<file path="src/rtl/mcc_pkg.sv">
// Shared types and encodings for the multi-cycle controller: FSM state enum,
// opcode constants, ALUOp selections and trap cause codes.
package mcc_pkg;

    typedef enum logic [3:0] {
        FETCH  = 4'd0,
        DECODE = 4'd1,
        MEMADR = 4'd2,
        MEMRD  = 4'd3,
        MEMWB  = 4'd4,
        MEMWR  = 4'd5,
        EXEC   = 4'd6,
        ALUWB  = 4'd7,
        BRANCH = 4'd8,
        JUMP   = 4'd9,
        ADDIEX = 4'd10,
        ADDIWB = 4'd11,
        TRAP   = 4'd12
    } stateT;

    localparam logic [5:0] OP_R    = 6'b000000;
    localparam logic [5:0] OP_LW   = 6'b100011;
    localparam logic [5:0] OP_SW   = 6'b101011;
    localparam logic [5:0] OP_BEQ  = 6'b000100;
    localparam logic [5:0] OP_BNE  = 6'b000101;
    localparam logic [5:0] OP_J    = 6'b000010;
    localparam logic [5:0] OP_ADDI = 6'b001000;

    localparam logic [1:0] ALUOP_FUNCT = 2'd0;
    localparam logic [1:0] ALUOP_ADD   = 2'd1;
    localparam logic [1:0] ALUOP_SUB   = 2'd2;

    localparam logic [1:0] CAUSE_NONE    = 2'b00;
    localparam logic [1:0] CAUSE_ILLEGAL = 2'b01;
    localparam logic [1:0] CAUSE_TIMEOUT = 2'b10;

    // States that hold for a memory handshake and run the wait counter.
    function automatic logic isWaitState(input stateT s);
        return (s == FETCH) || (s == MEMRD) || (s == MEMWR);
    endfunction

endpackage

</file>
<file path="src/rtl/mcc_output_decode.sv">
// Combinational state -> datapath control decode for the multi-cycle controller.
// Only pcWrite (FETCH handshake) and xorBne (latched bne flag) look past the state.
module mcc_output_decode
    import mcc_pkg::*;
#(
    parameter int ALUOP_W = 3
) (
    input  stateT              state,
    input  logic               memReady,
    input  logic               bneSel,
    output logic               regDst,
    output logic               branch,
    output logic               xorBne,
    output logic               memToReg,
    output logic               memWrite,
    output logic               memRead,
    output logic               aluSrcA,
    output logic               regWe,
    output logic               jump,
    output logic               iorD,
    output logic               irWrite,
    output logic               pcWrite,
    output logic [1:0]         aluSrcB,
    output logic [ALUOP_W-1:0] aluOp,
    output logic               memReq
);

    logic [1:0] aluOpSel;

    always_comb begin
        regDst   = 1'b0;
        branch   = 1'b0;
        xorBne   = 1'b0;
        memToReg = 1'b0;
        memWrite = 1'b0;
        memRead  = 1'b0;
        aluSrcA  = 1'b0;
        regWe    = 1'b0;
        jump     = 1'b0;
        iorD     = 1'b0;
        irWrite  = 1'b0;
        pcWrite  = 1'b0;
        aluSrcB  = 2'b00;
        aluOpSel = ALUOP_FUNCT;
        memReq   = 1'b0;
        case (state)
            FETCH: begin
                memReq   = 1'b1;
                memRead  = 1'b1;
                irWrite  = 1'b1;
                aluSrcB  = 2'b01;
                aluOpSel = ALUOP_ADD;
                pcWrite  = memReady;
            end
            DECODE: begin
                aluSrcB  = 2'b11;
                aluOpSel = ALUOP_ADD;
            end
            MEMADR, ADDIEX: begin
                aluSrcA  = 1'b1;
                aluSrcB  = 2'b10;
                aluOpSel = ALUOP_ADD;
            end
            MEMRD: begin
                memReq  = 1'b1;
                memRead = 1'b1;
                iorD    = 1'b1;
            end
            MEMWB: begin
                regWe    = 1'b1;
                memToReg = 1'b1;
            end
            MEMWR: begin
                memReq   = 1'b1;
                memWrite = 1'b1;
                iorD     = 1'b1;
            end
            EXEC: begin
                aluSrcA  = 1'b1;
                aluOpSel = ALUOP_FUNCT;
            end
            ALUWB: begin
                regWe  = 1'b1;
                regDst = 1'b1;
            end
            BRANCH: begin
                aluSrcA  = 1'b1;
                aluOpSel = ALUOP_SUB;
                branch   = 1'b1;
                xorBne   = bneSel;
            end
            JUMP: begin
                jump    = 1'b1;
                pcWrite = 1'b1;
            end
            ADDIWB: regWe = 1'b1;
            default: ;
        endcase
    end

    assign aluOp = ALUOP_W'(aluOpSel);

endmodule

</file>
<file path="src/rtl/multi_cycle_control.sv">
// Multi-cycle MIPS-style control FSM with memory-wait timeout and sticky trap.
// Define MCC_ADDI_EN to add the addi path (ADDIEX/ADDIWB); otherwise addi traps.
module multi_cycle_control
    import mcc_pkg::*;
#(
    parameter int OPCODE_W    = 6,
    parameter int ALUOP_W     = 3,
    parameter int MEM_TIMEOUT = 15
) (
    input  logic                clk,
    input  logic                rst_n,
    input  logic [OPCODE_W-1:0] OpCode,
    input  logic                mem_ready,
    output logic                RegDst,
    output logic                Branch,
    output logic                XorBne,
    output logic                MemToReg,
    output logic                MemWrite,
    output logic                MemRead,
    output logic                ALUSrcA,
    output logic                RegWE,
    output logic                Jump,
    output logic                IorD,
    output logic                IRWrite,
    output logic                PCWrite,
    output logic [1:0]          ALUSrcB,
    output logic [ALUOP_W-1:0]  ALUOp,
    output logic                mem_req,
    output logic [3:0]          state_o,
    output logic                err,
    output logic [1:0]          err_cause
);

    localparam int CNT_W = $clog2(MEM_TIMEOUT + 1);

    stateT            state;
    stateT            nextState;
    logic [CNT_W-1:0] waitCnt;
    logic             errQ;
    logic [1:0]       causeQ;
    logic [1:0]       nextCause;
    logic             bneQ;
    logic             timedOut;

    function automatic logic opIs(input logic [OPCODE_W-1:0] op, input logic [5:0] code);
        return op == OPCODE_W'(code);
    endfunction

    // The cycle that would be the MEM_TIMEOUT-th consecutive stall; a ready wins it.
    assign timedOut = !mem_ready && (waitCnt == CNT_W'(MEM_TIMEOUT - 1));

    always_comb begin
        nextState = state;
        nextCause = causeQ;
        case (state)
            FETCH: begin
                if (mem_ready) begin
                    nextState = DECODE;
                end else if (timedOut) begin
                    nextState = TRAP;
                    nextCause = CAUSE_TIMEOUT;
                end
            end
            DECODE: begin
                if (opIs(OpCode, OP_R)) begin
                    nextState = EXEC;
                end else if (opIs(OpCode, OP_LW) || opIs(OpCode, OP_SW)) begin
                    nextState = MEMADR;
                end else if (opIs(OpCode, OP_BEQ) || opIs(OpCode, OP_BNE)) begin
                    nextState = BRANCH;
                end else if (opIs(OpCode, OP_J)) begin
                    nextState = JUMP;
`ifdef MCC_ADDI_EN
                end else if (opIs(OpCode, OP_ADDI)) begin
                    nextState = ADDIEX;
`endif
                end else begin
                    nextState = TRAP;
                    nextCause = CAUSE_ILLEGAL;
                end
            end
            MEMADR: begin
                if (opIs(OpCode, OP_LW)) begin
                    nextState = MEMRD;
                end else if (opIs(OpCode, OP_SW)) begin
                    nextState = MEMWR;
                end else begin
                    nextState = TRAP;
                    nextCause = CAUSE_ILLEGAL;
                end
            end
            MEMRD: begin
                if (mem_ready) begin
                    nextState = MEMWB;
                end else if (timedOut) begin
                    nextState = TRAP;
                    nextCause = CAUSE_TIMEOUT;
                end
            end
            MEMWR: begin
                if (mem_ready) begin
                    nextState = FETCH;
                end else if (timedOut) begin
                    nextState = TRAP;
                    nextCause = CAUSE_TIMEOUT;
                end
            end
            MEMWB, ALUWB, BRANCH, JUMP: nextState = FETCH;
            EXEC:   nextState = ALUWB;
`ifdef MCC_ADDI_EN
            ADDIEX: nextState = ADDIWB;
            ADDIWB: nextState = FETCH;
`endif
            TRAP:   nextState = TRAP;
            default: begin
                nextState = TRAP;
                nextCause = CAUSE_ILLEGAL;
            end
        endcase
    end

    always_ff @(posedge clk or negedge rst_n) begin
        if (!rst_n) begin
            state   <= FETCH;
            waitCnt <= '0;
            errQ    <= 1'b0;
            causeQ  <= CAUSE_NONE;
            bneQ    <= 1'b0;
        end else begin
            state  <= nextState;
            causeQ <= nextCause;
            if (nextState == TRAP) begin
                errQ <= 1'b1;
            end
            if (nextState != state) begin
                waitCnt <= '0;
            end else if (isWaitState(state) && !mem_ready) begin
                waitCnt <= waitCnt + CNT_W'(1);
            end
            // Branch flavour is captured at decode so later OpCode changes cannot alter it.
            if (state == DECODE) begin
                bneQ <= opIs(OpCode, OP_BNE);
            end
        end
    end

    mcc_output_decode #(
        .ALUOP_W(ALUOP_W)
    ) uDecode (
        .state    (state),
        .memReady (mem_ready),
        .bneSel   (bneQ),
        .regDst   (RegDst),
        .branch   (Branch),
        .xorBne   (XorBne),
        .memToReg (MemToReg),
        .memWrite (MemWrite),
        .memRead  (MemRead),
        .aluSrcA  (ALUSrcA),
        .regWe    (RegWE),
        .jump     (Jump),
        .iorD     (IorD),
        .irWrite  (IRWrite),
        .pcWrite  (PCWrite),
        .aluSrcB  (ALUSrcB),
        .aluOp    (ALUOp),
        .memReq   (mem_req)
    );

    assign state_o   = state;
    assign err       = errQ;
    assign err_cause = causeQ;

endmodule

</file>
<file path="config.mk">
export PLATFORM = sky130hd
export DESIGN_NAME = multi_cycle_control
export DESIGN_NICKNAME = d
export VERILOG_FILES = /design/src/rtl/mcc_pkg.sv /design/src/rtl/mcc_output_decode.sv /design/src/rtl/multi_cycle_control.sv
export SDC_FILE = /design/constraint.sdc
export NUM_CORES = 1
export LEC_CHECK = 0
export CAP_MARGIN = 20
export CORE_UTILIZATION = 47
export DETAILED_ROUTE_END_ITERATION = 12
export PLACE_DENSITY = 0.79
export SYNTH_ARGS = -nofsm -noshare
export SYNTH_HDL_FRONTEND = slang
export SYNTH_SLANG_ARGS = --single-unit
</file>
<file path="constraint.sdc">
create_clock -name clk -period 2.45 [get_ports clk]
set_input_delay 0.3675 -clock clk [delete_from_list [all_inputs] [get_ports clk]]
set_output_delay 0.3675 -clock clk [all_outputs]
set_load 0.005 [all_outputs]
</file>
==> results of run 1 <==
[cell type report]
class | instances | area [um^2] | area share, %
multi-input cells | 122 | 801 | 50.4
repair buffers | 41 | 388 | 24.4
flip-flops and latches | 12 | 302 | 19.0
clock buffers | 4 | 36.3 | 2.29
well taps | 28 | 35.0 | 2.21
inverters | 7 | 26.3 | 1.65
[cell families after synthesis]
family | after synthesis | synth area share, %
fa+ha+maj | 2 | 2.13
xor+xnor | 5 | 4.36
simple gates | 75 | 35.0
flops | 12 | 25.5
mux | 3 | 2.66
buf+inv | 17 | 7.44
other cells | 1 | 0.319
compound gates | 36 | 22.6
[cells in the final DEF (no fill, tap or decap), types with 2 or more instances in the layout]
cell and instances:
clkdlybuf4s50_1 32, nand2_1 18, nor2_1 15, dfrtp_1 11, a21oi_1 10, buf_4 9
nor3_1 7, nand2b_1 6, inv_1 6, nand3_1 6, o21ai_0 6, and2_1 4
xor2_1 3, a31oi_1 3, or3_1 3, clkbuf_4 3, nor2b_1 2, and3_1 2
nand4_1 2, or4_4 2, a211oi_1 2, a21o_1 2, a22oi_1 2, mux2i_1 2
ha_1 2
[worst max-delay path: cells and delay by family, from the launching register on]
family | cells | cell delay [ps]
simple gates | 1 | 350
flops | 1 | 510
buf+inv | 2 | 830
[stage by stage]
step / setup WS, ps / std cells / area [um^2]
finish: 108 / 214 / 1590
global route: 12.7 / 214 / 1590
CTS: 45.6 / 211 / 1550
detailed placement: 97.7 / 207 / 1520
global placement: 142 / 207 / 1520
floorplan: 424 / 151 / 1180
[metal layers]
metal | share of wire, % | wire length, um
met1 | 42 | 1340
met2 | 47 | 1490
met3 | 7.7 | 243
met4 | 2.5 | 79
met5 | 0 | 0
[how the worst max path moves through the flow]
| stage | startpoint | end | slack, ps | depth (start not counted) |
|---|---|---|---|---|
| finish | state_o[3] | ALUSrcB[0] | 110 | 3 |
| CTS | state_o[2] | mem_req | 50 | 5 |
| global placement | OpCode[2] | err_cause[1] | 140 | 7 |
| global route | state_o[3] | XorBne | 10 | 4 |
| floorplan | state_o[1] | waitCnt[0] | 420 | 8 |
| detailed placement | OpCode[2] | err_cause[1] | 100 | 7 |
[state kept, by name, indices dropped and copies added, names as in the netlist]
| signal | count |
|---|---|
| state_o | 4 |
| waitCnt | 4 |
| err_cause | 2 |
| bneQ | 1 |
| err | 1 |
[power by group]
part	internal (W)	switching, W	total [W]
registers	0.000232	0.0000586	0.000290
clock network	0.0000906	0.0000707	0.000161
logic	0.000449	0.000419	0.000868
total	0.000771	0.000548	0.00132
[timing repair]
| action | in CTS | in global routing |
|---|---|---|
| resized for setup | 1 | 2 |
| pin swaps | 0 | 0 |
| setup endpoints to repair | 2 | 4 |
| setup buffers | 0 | 3 |
==> flow_summary.yaml, run 1 <==
drt:
  avg_vias_per_cell: 5.88
  routed-via-count: 1258
  detailed_router_iteration_count_before_antenna_repair: 4
  drt.antenna.violating_nets: 0
  detailed_route_iter0_violations: 32
  route.final.wire_length_um: 3150
  wirelength_per_cell_um: 14.7
  post-route-drc-count: 0
worst_setup_path:
  end_kind: "primary output"
  r2r_cells: 8
  path_cells: "buf_4 -> nor3_1 -> clkdlybuf4s50_1"
  cp_max_fo: 12
  startpoint_type: "flop"
  worst-r2r-setup-slack_ps: 270
  critical_path_arrival_ps: 1970
  critical_path_required_ps: 2080
  worstReg2RegStart: "waitCnt[0]"
  critPathSlowestCell: "clkdlybuf4s50_1"
  worstSetupPathType: "reg2out"
  slowest_delay_ps: 580
  worstReg2RegEnd: "waitCnt[1]"
placement:
  io_buffer_count: 32
  gp_congestion: 0.903
  detailed_place_hpwl_um: 2350
yosys:
  synth.yosys.seq_area_share_pct: 25.5
  synthTopCellsByArea: "dfrtp_1 (26%), nand2_1 (5.7%), nor2_1 (4.8%)"
  yosys_warnings: 0
  synth.top_cells.by_count: "nand2_1 (18), nor2_1 (15), dfrtp_1 (12), a21oi_1 (10), nor3_1 (8)"
  synthMostInstantiatedCell: "nand2_1"
  syn_area_per_cell_um2: 7.80
  synth_top_cell_area_share_pct: 25.5
  ys_ff_latch: 12
  synthArstFlopShare_pct: 100
  ys.flop_type: "dfrtp_1"
  syn_area_um2: 1180
  post_synth_num_cell_types: 49
  edff_count_synth: 0
  synthesized_instance_count: 151
  synth.largest_area_cell: "dfrtp_1"
  synthesis.nets: 162
clock_tree:
  clock_insertion_delay_worst_skew_ps: 280
  cts_htree_levels: 1
  clk_transition_reported_paths_ps: 80
  cts-root-to-sink-buffers: 2
  numCtsBuffers: 3
  tritoncts: "yes"
  cts.hold.buffers_added: 0
  tritoncts_num_sinks: 12
  cts_root_buffer: "clkbuf_4"
sta:
  layout_worst_path_cycle_share_pct: 95.6
  fmax_ghz: 0.427
  final-hold-violation-count: 0
  worst_pin_slew_ps: 520
  fin_worst_skew_ps: 6.01
  rsz0062_at_grt: "false"
  maxSlewViolCount: 0
  final.setup.tns_ps: 0
  report.final.setup_viol: 0
  finalHoldWorstSlack_ps: 421
  layout_min_cycle_time_ps: 2340
  timing.max_slew.rel_slack_pct: 65.2
global_routing:
  grt_first_pass_wirelength_um: 4830
  grt_max_degree: 14
  busiest_layer: "met2"
  use_met2_pct: 39.3
  antenna_found_initial: 0
  globalRouteTotalUtil_pct: 24.5
  met1_use_gr_pct: 31.8
  met3_usage_pct: 4.09
  via_count_of_the_first_global_routing_pass: 1066
  grt-ovfl-total: 0
floorplanning:
  die_x_um: 52.1
  top_ports: 34
  initial_cell_density_of_the_core_pct: 51.7
  fp.dieArea_um2: 2710
  fp.dieH_um: 52.1
  placeableCoreArea_um2: 2280
  std_cell_rows: 17
final_layout:
  layout-drive-gt1-share_pct: 14.0
  area_added_between_synthesis_and_finish_pct: 34.9
  nNetsFinal: 198
  layout.filler_cells: 183
  diodes: 0
  utilization_pct: 69.8
power:
  total_power_w: 0.00132
  p_leak_nw: 0.664
  power.density_cell_area_nw_per_um2: 831
  peakVddDrop_mv: 0.596
status:
  outcome: "finished clean"
worst_hold_path:
  hp-class: "in2async"
run:
  cap_viol_max_count: 0
Power figures use the tool's default switching activity.
==> inputs of run 2 (changes only) <==
CORE_UTILIZATION = 49   (was 47)
CTS_BUF_LIST = sky130_fd_sc_hd__clkbuf_8   (was not set)
PLACE_DENSITY = 0.82   (was 0.79)
==> flow_summary.yaml, run 2 (synthesized netlist as in run 1, its figures left out) <==
status:
  outcome: "finished clean"
global_routing:
  grt_first_pass_wirelength_um: 5130
  globalRouteTotalUtil_pct: 27.0
  via_count_of_the_first_global_routing_pass: 1093
  grt-ovfl-total: 0
  grt_max_degree: 18
  antenna_found_initial: 0
final_layout:
  nNetsFinal: 196
  layout.filler_cells: 187
  multiInputGateArea_um2: 798
  layout-drive-gt1-share_pct: 14.1
  area_added_between_synthesis_and_finish_pct: 35.2
  diodes: 0
  regArea_um2: 304
  most_common_library_cell_in_the_layout_ignoring_fill_and_taps: "clkdlybuf4s50_1"
  most-common-layout-cells: "clkdlybuf4s50_1 (32), nand2_1 (18), nor2_1 (14)"
clock_tree:
  cts_htree_levels: 1
  tritoncts_num_sinks: 12
  cts-root-to-sink-buffers: 2
  post_cts_resized: 2
  cts_root_buffer: "clkbuf_8"
  cts_post_setup_buffers_inserted: 0
  clk_transition_reported_paths_ps: 50
  clock_insertion_delay_worst_skew_ps: 250
  cts.hold.buffers_added: 0
  tritoncts: "yes"
  numCtsBuffers: 3
placement:
  gp_congestion: 0.946
  placement.setup.worst_slack_ps: 144
  io_buffer_count: 32
  detailed_place_hpwl_um: 2370
drt:
  detailed_route_iter0_violations: 26
  post-route-drc-count: 0
  wirelength_per_cell_um: 14.7
  route.final.wire_length_um: 3110
  detailed_router_iteration_count_before_antenna_repair: 4
  routed-via-count: 1250
  drt.antenna.violating_nets: 0
  avg_vias_per_cell: 5.90
power:
  power.switching_w: 0.000558
  clkPwrFrac_pct: 16.0
  power.internal_w: 0.000813
  power.density_cell_area_nw_per_um2: 862
  power_share_of_the_sequential_group_pct: 22.8
  p_leak_nw: 0.656
  peakVddDrop_mv: 0.604
  power.share.combinational_pct: 61.2
  power.share.switching_pct: 40.7
sta:
  layout_min_cycle_time_ps: 2300
  fmax_ghz: 0.435
  final-hold-violation-count: 0
  report.final.setup_viol: 0
  final.setup.tns_ps: 0
  timing.max_slew.rel_slack_pct: 65.3
  worst_pin_slew_ps: 519
  rsz0062_at_grt: "false"
  maxSlewViolCount: 0
  fin_worst_skew_ps: 1.40
  worst_slack_ps: 151
  layout_worst_path_cycle_share_pct: 93.8
floorplanning:
  initial_cell_density_of_the_core_pct: 52.7
  top_ports: 34
  placeableCoreArea_um2: 2230
  std_cell_rows: 17
  fp.dieH_um: 51.0
  die_x_um: 51.0
  fp.dieArea_um2: 2600
worst_hold_path:
  hp-class: "in2async"
worst_setup_path:
  worstSetupPathType: "reg2out"
  worstReg2RegStart: "state_o[1]"
  startpoint_type: "flop"
  end_kind: "primary output"
  critical_path_required_ps: 2080
  critical_path_source: "state_o[1]"
  worst-r2r-setup-slack_ps: 360
  cp_max_fo: 8
  critical_path_arrival_ps: 1930
run:
  cap_viol_max_count: 0
## run 2: changes by cell type in the layout (fill, tap and decap cells not counted), sizes merged
cell / change
buf: -2
## run 2: per-layer routing
layer / routed length (um) / share of wire [%] / global-route usage [%]
met1: 1340 / 43 / 34.4
met2: 1500 / 48 / 43.2
met3: 193 / 6.2 / 6.55
met4: 80 / 2.6 / 11.1
met5: 0 / 0 / 0
## run 2: critical path: stages, from the launching register on
cell and delay (ps):
dfrtp_1 470, or2_1 350, nor3_1 220, a21o_1 150
clkdlybuf4s50_1 490
## run 2: path summary, 6_finish.rpt
path / to / cells after the start
setup / recovery: PCWrite / 4
hold / removal: err_cause[1] / 1
setup reg to reg: waitCnt[1] / 6
hold reg to reg: err / 1
max in group asynchronous: state_o[2] / 1
min in group clk: err / 1
## run 2: power by group through the flow
stage	clock network (W)	registers (W)	logic, W
after floorplan	0	0.000261	0.000510
after global placement	0	0.000307	0.000803
after detailed placement	0	0.000311	0.000820
after CTS	0.000225	0.000309	0.000839
after global routing	0.000234	0.000322	0.000930
final	0.000220	0.000313	0.000839
## run 2: cell type report
type	count	share of cell area (%)
Tap cell	28	2.20
Sequential cell	12	19.1
Inverter	7	1.65
Clock buffer	4	3.46
Timing Repair Buffer	39	23.4
Multi-Input combinational cell	122	50.2
## run 2: per-stage QoR
stage | power, W | cell area (um^2) | hold WS [ps] | instances | util [%]
after floorplan | 0.000772 | 1180 | 71.9 | 151 | -
after global placement | 0.00111 | 1520 | 446 | 208 | 68.2
after detailed placement | 0.00113 | 1520 | 452 | 208 | 68.2
after CTS | 0.00137 | 1590 | 467 | 212 | 71.0
after global routing | 0.00149 | 1590 | 473 | 212 | 71.3
final | 0.00137 | 1590 | 466 | 212 | 71.3
==> inputs of run 3 (changes only) <==
MAX_ROUTING_LAYER = met4   (was not set)
SKIP_LAST_GASP = 1   (was not set)
==> flow_summary.yaml, run 3 (synthesized netlist as in run 1, its figures left out) <==
status:
  outcome: "finished clean"
floorplanning:
  die_x_um: 51.0
  top_ports: 34
  initial_cell_density_of_the_core_pct: 52.7
  fp.dieH_um: 51.0
  placeableCoreArea_um2: 2230
  std_cell_rows: 17
  fp.dieArea_um2: 2600
global_routing:
  grt_first_pass_wirelength_um: 5150
  antenna_found_initial: 0
  grt_max_degree: 15
  grt-ovfl-total: 0
  via_count_of_the_first_global_routing_pass: 1123
  globalRouteTotalUtil_pct: 27.8
drt:
  post-route-drc-count: 0
  route.final.wire_length_um: 3130
  detailed_route_iter0_violations: 38
  routed-via-count: 1228
  avg_vias_per_cell: 5.77
  drt.antenna.violating_nets: 0
  wirelength_per_cell_um: 14.7
  detailed_router_iteration_count_before_antenna_repair: 4
clock_tree:
  clock_insertion_delay_worst_skew_ps: 250
  cts-root-to-sink-buffers: 2
  tritoncts: "yes"
  cts_htree_levels: 1
  cts_root_buffer: "clkbuf_8"
  clk_transition_reported_paths_ps: 50
  tritoncts_num_sinks: 12
  numCtsBuffers: 3
sta:
  layout_worst_path_cycle_share_pct: 95.2
  worst_pin_slew_ps: 527
  rsz0062_at_grt: "false"
  final-hold-violation-count: 0
  fmax_ghz: 0.429
  finalHoldWorstSlack_ps: 464
  maxSlewViolCount: 0
  layout_min_cycle_time_ps: 2330
  fin_worst_skew_ps: 5.41
  final.setup.tns_ps: 0
  timing.max_slew.rel_slack_pct: 64.8
  report.final.setup_viol: 0
power:
  power.internal_w: 0.000825
  clkPwrFrac_pct: 16.0
  power.share.switching_pct: 40.1
  power.density_cell_area_nw_per_um2: 865
  peakVddDrop_mv: 0.604
  power.share.combinational_pct: 61.6
  total_power_w: 0.00138
  p_leak_nw: 0.660
  power_share_of_the_sequential_group_pct: 22.4
  power.switching_w: 0.000553
worst_setup_path:
  critical_path_arrival_ps: 1960
  critical_path_source: "state_o[0]"
  slowest_delay_ps: 490
  r2r_cells: 6
  critPathSlowestCell: "dfrtp_1"
  worstSetupPathType: "reg2out"
  worstReg2RegStart: "state_o[0]"
  worst-r2r-setup-slack_ps: 340
  startpoint_type: "flop"
  end_kind: "primary output"
  critical_path_required_ps: 2080
  worstReg2RegEnd: "waitCnt[1]"
  cp_max_fo: 12
  path_cells: "or2_1 -> nor3_1 -> a21o_1 -> clkdlybuf4s50_1"
placement:
  detailed_place_hpwl_um: 2360
  gp_congestion: 0.918
  io_buffer_count: 32
final_layout:
  layout-drive-gt1-share_pct: 14.1
  diodes: 0
  most_common_library_cell_in_the_layout_ignoring_fill_and_taps: "clkdlybuf4s50_1"
  nNetsFinal: 197
  utilization_pct: 71.3
  area_added_between_synthesis_and_finish_pct: 35.3
  most-common-layout-cells: "clkdlybuf4s50_1 (32), nand2_1 (18), nor2_1 (14)"
run:
  cap_viol_max_count: 0
worst_hold_path:
  hp-class: "in2async"
-- run 3: cell count changes in the layout (fill, tap and decap cells not counted), sizes merged --
cell  delta
buf      +1
-- run 3: layer usage --
metal | vias to the layer above | GRT usage, % | share of wire [%]
li1 | 607 | - | -
met1 | 564 | 33.0 | 44
met2 | 50 | 46.1 | 49
met3 | 7 | 5.36 | 5.4
met4 | 0 | 11.6 | 1.9
met5 | - | - | 0
-- run 3: repair_timing --
| item | in CTS | in global routing |
|---|---|---|
| setup endpoints to repair | 0 | 3 |
| hold buffers | 0 | 0 |
| setup buffers | 0 | 0 |
| gates resized for setup | 0 | 4 |
-- run 3: worst max-delay path, delay by kind of cell, from the launching register on --
family / cells / cell delay [ps]
compound gates: 1 / 150
buf+inv: 1 / 490
flops: 1 / 490
simple gates: 2 / 590
-- run 3: area by class of cell --
class | count | area, um^2
multi-input combinational | 122 | 792
fill | 181 | 641
timing repair buffer | 40 | 380
sequential | 12 | 304
clock buffer | 4 | 55.1
tap | 28 | 35.0
inverter | 7 | 26.3
-- run 3: how the worst max path moves through the flow --
stage	end	slack, ps	cells after the start
after global routing	PCWrite	7	4
after CTS	RegWE	10	5
after floorplan	waitCnt[0]	420	8
after global placement	err_cause[1]	130	7
final	PCWrite	120	4
after detailed placement	err_cause[1]	100	7
-- run 3: per-stage QoR --
step           cells  setup slack [ps]  instance area (um^2)
2_1_floorplan    151               424                  1180
3_3_place_gp     209               132                  1530
3_5_place_dp     209              95.9                  1530
4_1_cts          213              14.1                  1590
5_1_grt          213              7.06                  1590
6_report         213               118                  1590
-- run 3: power by group through the flow --
stage	sequential, W	clock, W	combinational (W)
floorplan	0.000261	0	0.000510
global placement	0.000305	0	0.000828
detailed placement	0.000308	0	0.000839
CTS	0.000305	0.000224	0.000845
global route	0.000313	0.000233	0.000934
finish	0.000309	0.000221	0.000849
